**src/rtl/lsu_ctrl.sv**
```systemverilog
// Load/store sequencer: one data-memory access at a time over a valid/ready request channel
// and a read-response channel, stalling the pipeline until the access completes.
module lsu_ctrl #(
    parameter int unsigned ADDR_W  = 64,
    parameter int unsigned DATA_W  = 64,
    parameter int unsigned TIMEOUT = 255
) (
    input  logic              clk,
    input  logic              rst,
    input  logic              ld_req,
    input  logic              st_req,
    input  logic [ADDR_W-1:0] addr,
    input  logic [DATA_W-1:0] wdata,
    input  logic [4:0]        rd_addr,
    output logic              mem_valid,
    input  logic              mem_ready,
    output logic              mem_we,
    output logic [ADDR_W-1:0] mem_addr,
    output logic [DATA_W-1:0] mem_wdata,
    input  logic              mem_rvalid,
    input  logic [DATA_W-1:0] mem_rdata,
    output logic              stall,
    output logic              wb_ena,
    output logic [4:0]        wb_addr,
    output logic [DATA_W-1:0] wb_data,
    output logic              err
);

    typedef enum logic [1:0] {StIdle, StReq, StResp, StDone} state_e;

    localparam logic [8:0] TimeoutLim = 9'(TIMEOUT);

    state_e            state_q, state_d;
    logic              we_q, we_d;
    logic [ADDR_W-1:0] addr_q, addr_d;
    logic [DATA_W-1:0] wdata_q, wdata_d;
    logic [4:0]        rd_q, rd_d;
    logic [DATA_W-1:0] rdata_q, rdata_d;
    logic              ok_q, ok_d;
    logic              err_q, err_d;
    logic [7:0]        cnt_q, cnt_d;
    logic [8:0]        cnt_inc;

    assign cnt_inc = {1'b0, cnt_q} + 9'd1;

    always_comb begin
        state_d   = state_q;
        we_d      = we_q;
        addr_d    = addr_q;
        wdata_d   = wdata_q;
        rd_d      = rd_q;
        rdata_d   = rdata_q;
        ok_d      = ok_q;
        err_d     = 1'b0;
        cnt_d     = cnt_q;
        stall     = 1'b0;
        mem_valid = 1'b0;
        unique case (state_q)
            StIdle: begin
                if (ld_req || st_req) begin
                    stall   = 1'b1;
                    state_d = StReq;
                    we_d    = st_req;  // store wins when both are asserted
                    addr_d  = addr;
                    wdata_d = wdata;
                    rd_d    = rd_addr;
                    cnt_d   = 8'd0;
                    ok_d    = 1'b0;
                end
            end
            StReq: begin
                stall     = 1'b1;
                mem_valid = 1'b1;
                cnt_d     = cnt_inc[7:0];
                // A completing store beats the timeout; a load still needs its response.
                if (mem_ready && we_q) begin
                    state_d = StDone;
                end else if (cnt_inc == TimeoutLim) begin
                    state_d = StDone;
                    err_d   = 1'b1;
                end else if (mem_ready) begin
                    state_d = StResp;
                end
            end
            StResp: begin
                stall = 1'b1;
                cnt_d = cnt_inc[7:0];
                if (mem_rvalid) begin
                    rdata_d = mem_rdata;
                    ok_d    = 1'b1;
                    state_d = StDone;
                end else if (cnt_inc == TimeoutLim) begin
                    state_d = StDone;
                    err_d   = 1'b1;
                end
            end
            StDone: begin
                state_d = StIdle;
            end
            default: begin
                state_d = StIdle;
            end
        endcase
    end

    always_ff @(posedge clk) begin
        if (rst) begin
            state_q <= StIdle;
            we_q    <= 1'b0;
            addr_q  <= '0;
            wdata_q <= '0;
            rd_q    <= 5'd0;
            rdata_q <= '0;
            ok_q    <= 1'b0;
            err_q   <= 1'b0;
            cnt_q   <= 8'd0;
        end else begin
            state_q <= state_d;
            we_q    <= we_d;
            addr_q  <= addr_d;
            wdata_q <= wdata_d;
            rd_q    <= rd_d;
            rdata_q <= rdata_d;
            ok_q    <= ok_d;
            err_q   <= err_d;
            cnt_q   <= cnt_d;
        end
    end

    always_comb begin
        mem_we    = we_q;
        mem_addr  = addr_q;
        mem_wdata = wdata_q;
        err       = err_q;
        wb_ena    = (state_q == StDone) && ok_q && (rd_q != 5'd0);
        wb_addr   = wb_ena ? rd_q : 5'd0;
        wb_data   = wb_ena ? rdata_q : '0;
    end

endmodule

```
**config.mk**
```make
export PLATFORM = sky130hd
export DESIGN_NAME = lsu_ctrl
export DESIGN_NICKNAME = d
export VERILOG_FILES = /design/src/rtl/lsu_ctrl.sv
export SDC_FILE = /design/constraint.sdc
export NUM_CORES = 1
export LEC_CHECK = 0
export ABC_AREA = 0
export BUFFER_PORTS_ARGS = -buffer_cell sky130_fd_sc_hd__buf_4
export CAP_MARGIN = 10
export CORE_AREA = 2 2 158 160
export CTS_CLUSTER_SIZE = 30
export DETAILED_ROUTE_END_ITERATION = 7
export DIE_AREA = 0 0 160 162
export GPL_ROUTABILITY_DRIVEN = 0
export HOLD_SLACK_MARGIN = 0.15
export SKIP_LAST_GASP = 1
export SYNTH_ARGS = -nofsm -noshare
export SYNTH_HDL_FRONTEND = slang
export SYNTH_SLANG_ARGS = --single-unit
```
**constraint.sdc**
```tcl
create_clock -name clk -period 2.1 [get_ports clk]
set_input_delay 0.105 -clock clk [delete_from_list [all_inputs] [get_ports clk]]
set_output_delay 0.105 -clock clk [all_outputs]
set_load 0.01 [all_outputs]
```
Yosys cells after proc, flatten, opt, wreduce, memory -nomap -nowiden
Cells that the tools add are included.
- input bits: 203
- register bits after elaboration: 210
- output and inout bits: 202
- word-level logic and storage cells: 53
- add/sub/neg operators: 1
- equal/unequal tests: 8
- multiplexer cells: 21
- reduce and logical (&&, ||, !) cells: 14
- operators with widths (kind ; count):
    64-bit 2-to-1 mux ; 1
    8-bit one-hot mux with 2 select lines ; 1
    2-bit 2-to-1 mux ; 6
    8-bit by 1-bit adder with 9-bit output (second input constant) ; 1
    9-bit by 8-bit == test with 1-bit output (second input constant) ; 1
    8-bit 2-to-1 mux ; 1
    2-bit one-hot mux with 4 select lines ; 1
    1-bit 2-to-1 mux ; 7
    1-bit one-hot mux with 2 select lines ; 3
    2-bit AND reduction ; 3
    3-bit AND reduction ; 2
    5-bit 2-to-1 mux ; 1
    5-bit nonzero test ; 1
    2-bit == test (second input constant) ; 2
    2-bit != test (second input constant) ; 2
    4-bit != test (second input constant) ; 1
    2-bit nonzero test ; 2
    1-bit logical AND ; 3
    3-bit != test (second input constant) ; 1
    2-bit by 1-bit == test with 1-bit output (second input constant) ; 1
    2-bit logical NOT ; 1
    2-bit OR reduction ; 1
    1-bit logical OR ; 1

Logic depth before layout (Yosys ltp)
- depth in word-level cells: 5
- mapped depth: 9
- depth with buffers taken out: 8

Least setup slack after synthesis
OpenSTA, ideal clock, no wires.
- path kind: reg2reg
- start: register state_q[0]
- end: register cnt_q[5]
- period minus slack after synthesis: 1934 ps
- data required time: 2035 ps
- path buffers: 0
- stages on the path, launching flop included: 9
- arrival time: 1869 ps
- setup slack: 166 ps
- cell sequence: dfxtp_1 inv_1 ha_1 nor3b_1 or2_2 or4_2 nand2_1 a22oi_1 nor2_1
- cells in the longest elaborated chain, start to end: 4
- elaborated cells on any way between the ends: 8
- ends and longest elaborated chain (item ; RTL line ; source):
    from (decl) ; 33 ; state_e state_q, state_d;
    from (signal assigned) ; 108 ; state_q <= StIdle;
    from (signal assigned) ; 118 ; state_q <= state_d;
    2-bit == test or 2-bit by 1-bit == test with 1-bit output (tied branches) ; 58 ; unique case (state_q)
    2-bit OR reduction (no line) ; n/a ;
    2-bit nonzero test (no line) ; n/a ;
    2-bit AND reduction (no line) ; n/a ;
    to (signal assigned) ; 126 ; cnt_q <= cnt_d;
    to (decl) ; 41 ; logic [7:0] cnt_q, cnt_d;
Several ways; a longest one is shown, not always the timed one.
A chain may end at the register's enable or synchronous reset.

Worst setup path after layout
- start: register state_q[0]
- end: output wb_data[0]
- cells in the longest elaborated chain, start to end: 4
- ends and longest elaborated chain (item ; RTL line ; source):
    2-bit == test ; 135 ; wb_ena = (state_q == StDone) && ok_q && (rd_q != 5'd0);
    1-bit logical AND (2 in series) ; 135 ;
    64-bit 2-to-1 mux ; 137 ; wb_data = wb_ena ? rdata_q : '0;
    to (decl) ; 25 ; output logic [DATA_W-1:0] wb_data,
Every way passes these cells.

==> key figures <==
Final layout
  – Non-Filler Instances: roughly 2,000
  – Area Growth Syn to Fin: 84.50%
  – Design area: 14,800 sq um
  – Fin nets: around 1,900
  – Share of cells above drive strength 1: 30.84%
  – # diodes: 0

Floorplanning
  – Initial Util: 33.28%
  – Die X: 160 um
  – Row cnt: between 50 and 60
  – IO Count: around 410
  – Die area: about 26,000 sq um
  – Die H: between 150 and 200 um
  – Core area: ~24,000 sq um

Power and ir drop
  – Power per standard cell area: 998.2 nW/um^2
  – VDD IR max: between 700 and 800 uV
  – Switching power: 0.005005 W
  – Static Leakage: 6.575 nW
  – Clk pwr share: between 20 and 30%
  – Switching part of the total: between 30 and 40%
  – Internal power: approximately 0.0098 W
  – Overall Power: around 0.015 W
  – Logic pwr share: 36.7%
  – Sequential Power Share: around a third

GRT
  – Vias in the first global route: approximately 9,100
  – Initial antenna violation count: 0
  – Grt total ovfl: 0
  – All-layer global routing usage: roughly 22%
  – First-pass GRT wire length: ~47 mm
  – Largest net degree at the start of global routing: 59

Route
  – WL/cell: approximately 15 um
  – 1st-iter DRT viols: about 560
  – DR vias: ~9,200
  – Post-DRT Antenna Nets: 0
  – Drt drc: 0
  – Iteration count of the initial detailed-routing pass: 7
  – Vias per std cell: about 4.6
  – Final wirelength: 30.78 mm

Critical path
  – Worst path slowest cell: dfxtp_4
  – Setup CP Type: flip-flop to primary output
  – CP max stage delay: approximately 380 ps
  – Reg2reg path depth: 8
  – CP Data Arrival Time: approximately 1900 ps
  – Crit Path Max Fanout: 16
  – CP Data Required Time: ~2000 ps
  – CP top delay family: buffers and inverters
  – Cells along the critical path: ha_4 -> buf_6 -> nand2_4 -> a21oi_4 -> buf_6 -> buf_16 -> and2_1 -> buf_4
  – Most used cell, CP: buf_6
  – Worst r2r src: state_q[1]
  – R2R Path End: mem_addr[36]
  – WP buf/inv: 4
  – CP startpoint kind: flip-flop
  – Register-to-Register Setup Slack: around 140 ps
  – Crit path capture type: primary output

STA
  – Final period util: 97.07%
  – Rel. slew slack: ~65%
  – Setup TNS: 0 ps
  – Final hold vios: 0
  – Fin. max-slew vios: 0
  – Final setup vio count: 0
  – RSZ-0062 raised after global routing: true
  – Fmax: between 400 and 500 MHz
  – Period minus WS final: slightly above 2000 ps
  – Setup Skew: 8.307 ps
  – Worst-Margin Slew: roughly 520 ps
  – Hold slack: 387.5 ps

Min path
  – Hold path cells: 4
  – Hold worst-path end: mem_addr[2]
  – Hold Crit Class: input pin to flip-flop
  – Critical hold path startpoint: addr[2]

Synth
  – Seq/Total Area, Yosys: a little over half
  – Mapped Area: 8021 sq um
  – Post-synth top area share: between 50% and 60%
  – Top cells by area, synth: dfxtp_1 52%, nand2_1 19%, a21oi_1 13%, and2_1 5.3%, clkbuf_1 3.2%
  – Seq cells post-synth: 210
  – Yosys top cell by area: dfxtp_1
  – Synthesized Nets: around 1,300
  – Synthesized area per cell: 7.676 sq um
  – Mapped Cells: 1,045
  – Netlist cell types: 43
  – Ys Warns: 0

Clocking
  – Htree depth: 1
  – Worst skew pair latency: about 500 ps
  – TritonCTS Buffers: 24
  – CTS tree: done
  – Clock root buffer: clkbuf_16
  – Clock buffer depth: 3
  – Clock Pin Slew Worst Setup and Hold Paths: ~60 ps
  – Clock sink count: 210

Outcome
  – Status: finished, final reports clean

Place
  – Placed Area: 11,490 sq um
  – Dpl cells: 1,719
  – Detailed placer's ending HPWL: about 19 mm
  – IO Port Bufs: approximately 400

Flow run
  – Max_cap viols: 0
[metrics by stage]
stage / worst slack [ps] / util [%]
2_1_floorplan: 165.7 / -
3_3_place_gp: 175.9 / 47.69
3_5_place_dp: 99.81 / 47.69
4_1_cts: -10.41 / 60.77
5_1_grt: -26.64 / 61.39
6_report: 61.46 / 61.39
[power groups by stage]
stage	clock [W]	combinational (W)	sequential [W]
2_1_floorplan	0	0.00221	0.00545
6_report	0.00416	0.00542	0.00519
5_1_grt	0.00443	0.00593	0.00528
3_3_place_gp	0	0.00468	0.00521
3_5_place_dp	0	0.00470	0.00524
4_1_cts	0.00427	0.00524	0.00519
[registers in the layout, indices dropped and copies added (netlist names)]
| register | count |
|---|---|
| ok_q | 1 |
| mem_wdata | 64 |
| err | 1 |
| mem_addr | 64 |
| rdata_q | 64 |
| rd_q | 5 |
| cnt_q | 8 |
| mem_we | 1 |
| state_q | 2 |
[layout make-up]
type | instances | area, sq um
inverter | 6 | 22.52
sequential | 210 | 4212
fill | 2028 | 9306
clock buffer | 38 | 774.5
timing repair buffer | 658 | 5766
multi-input combinational | 753 | 3590
clock inverter | 5 | 30.03
tap | 324 | 405.4
[layer usage]
metal / up-vias / global-route usage [%] / wire length, um
met1: 4191 / 25.65 / 12000
met4: 0 / 7.084 / 1020
li1: 4594 / - / -
met2: 364 / 39.71 / 15280
met3: 66 / 5.822 / 2474
met5: - / 0 / 0
[cell usage in the layout (no fill, tap or decap), drive strengths merged, types with 2 or more instances in the layout]
cell type	synthesis	layout
inv	6	6
a31oi	2	2
ha	7	7
nand2	404	404
and2	68	68
and3	4	4
nor3	5	5
dlygate4sd3	0	214
a21oi	204	204
nor3b	2	2
clkbuf	70	41
nor2	15	15
a21o	3	3
nand3	4	4
or3	2	2
clkinvlp	0	2
bufbuf	0	2
a22oi	6	6
dfxtp	210	210
clkinv	0	3
o21ai	7	7
buf	6	439
and4bb	2	2
[worst register-to-register path, cell delays in order (launching register included)]
cell           delay, ps
dfxtp_4              360
inv_1                100
ha_1                 170
buf_4                140
o21a_4               150
buf_4                230
nand2_1               80
a21oi_1              120
dlygate4sd3_1        560
[timing repair]
action | 4_1_cts | 5_1_grt
buffers inserted | 5 | 8
resized for setup | 12 | 19
gates cloned | 4 | 3
hold buffers | 214 | 0
pin swaps | 0 | 2
endpoints found under the setup margin | 68 | 68
endpoints found under the hold margin | 210 | 0
[synth_stat cells, drive strengths merged]
| cell type | instances |
|---|---|
| o22a | 1 |
| buf | 6 |
| ha | 7 |
| mux2i | 1 |
| a21oi | 204 |
| or2 | 1 |
| a41o | 1 |
| a21o | 3 |
| nand3 | 4 |
| and3 | 4 |
| inv | 6 |
| nor3 | 5 |
| nor2 | 15 |
| o21bai | 1 |
| a21boi | 1 |
| and2 | 68 |
| and4 | 1 |
| nor2b | 1 |
| nand4 | 1 |
| o21ai | 7 |
| a31oi | 2 |
| o21a | 1 |
| o22ai | 1 |
| nor3b | 2 |
| and4bb | 2 |
| nand2 | 404 |
| nand3b | 1 |
| clkbuf | 70 |
| or3 | 2 |
| a221o | 1 |
| dfxtp | 210 |
| a22oi | 6 |
| or4 | 1 |
| nand2b | 1 |
| nand4b | 1 |
| o311ai | 1 |
| and3b | 1 |
[cell families after synthesis]
kind of cell | synth area share [%]
AOI/OAI and AO/OA | 15.05
adders and majority gates | 1.092
buffers and inverters | 3.931
DFF | 52.41
muxes | 0.1248
and+or+nand+nor | 27.39
[worst max path at each step]
stage          slack (ps)       start  cells after the start          end
2_1_floorplan         170  state_q[0]                      8     cnt_q[5]
3_3_place_gp          180    cnt_q[0]                      7   state_q[1]
3_5_place_dp          100    cnt_q[0]                      7   state_q[0]
4_1_cts               -10  state_q[0]                      8  wb_data[10]
5_1_grt               -30  state_q[0]                      8   wb_data[0]
6_report               60  state_q[0]                      8   wb_data[0]
No activity file was read; power rests on OpenSTA's default activity.
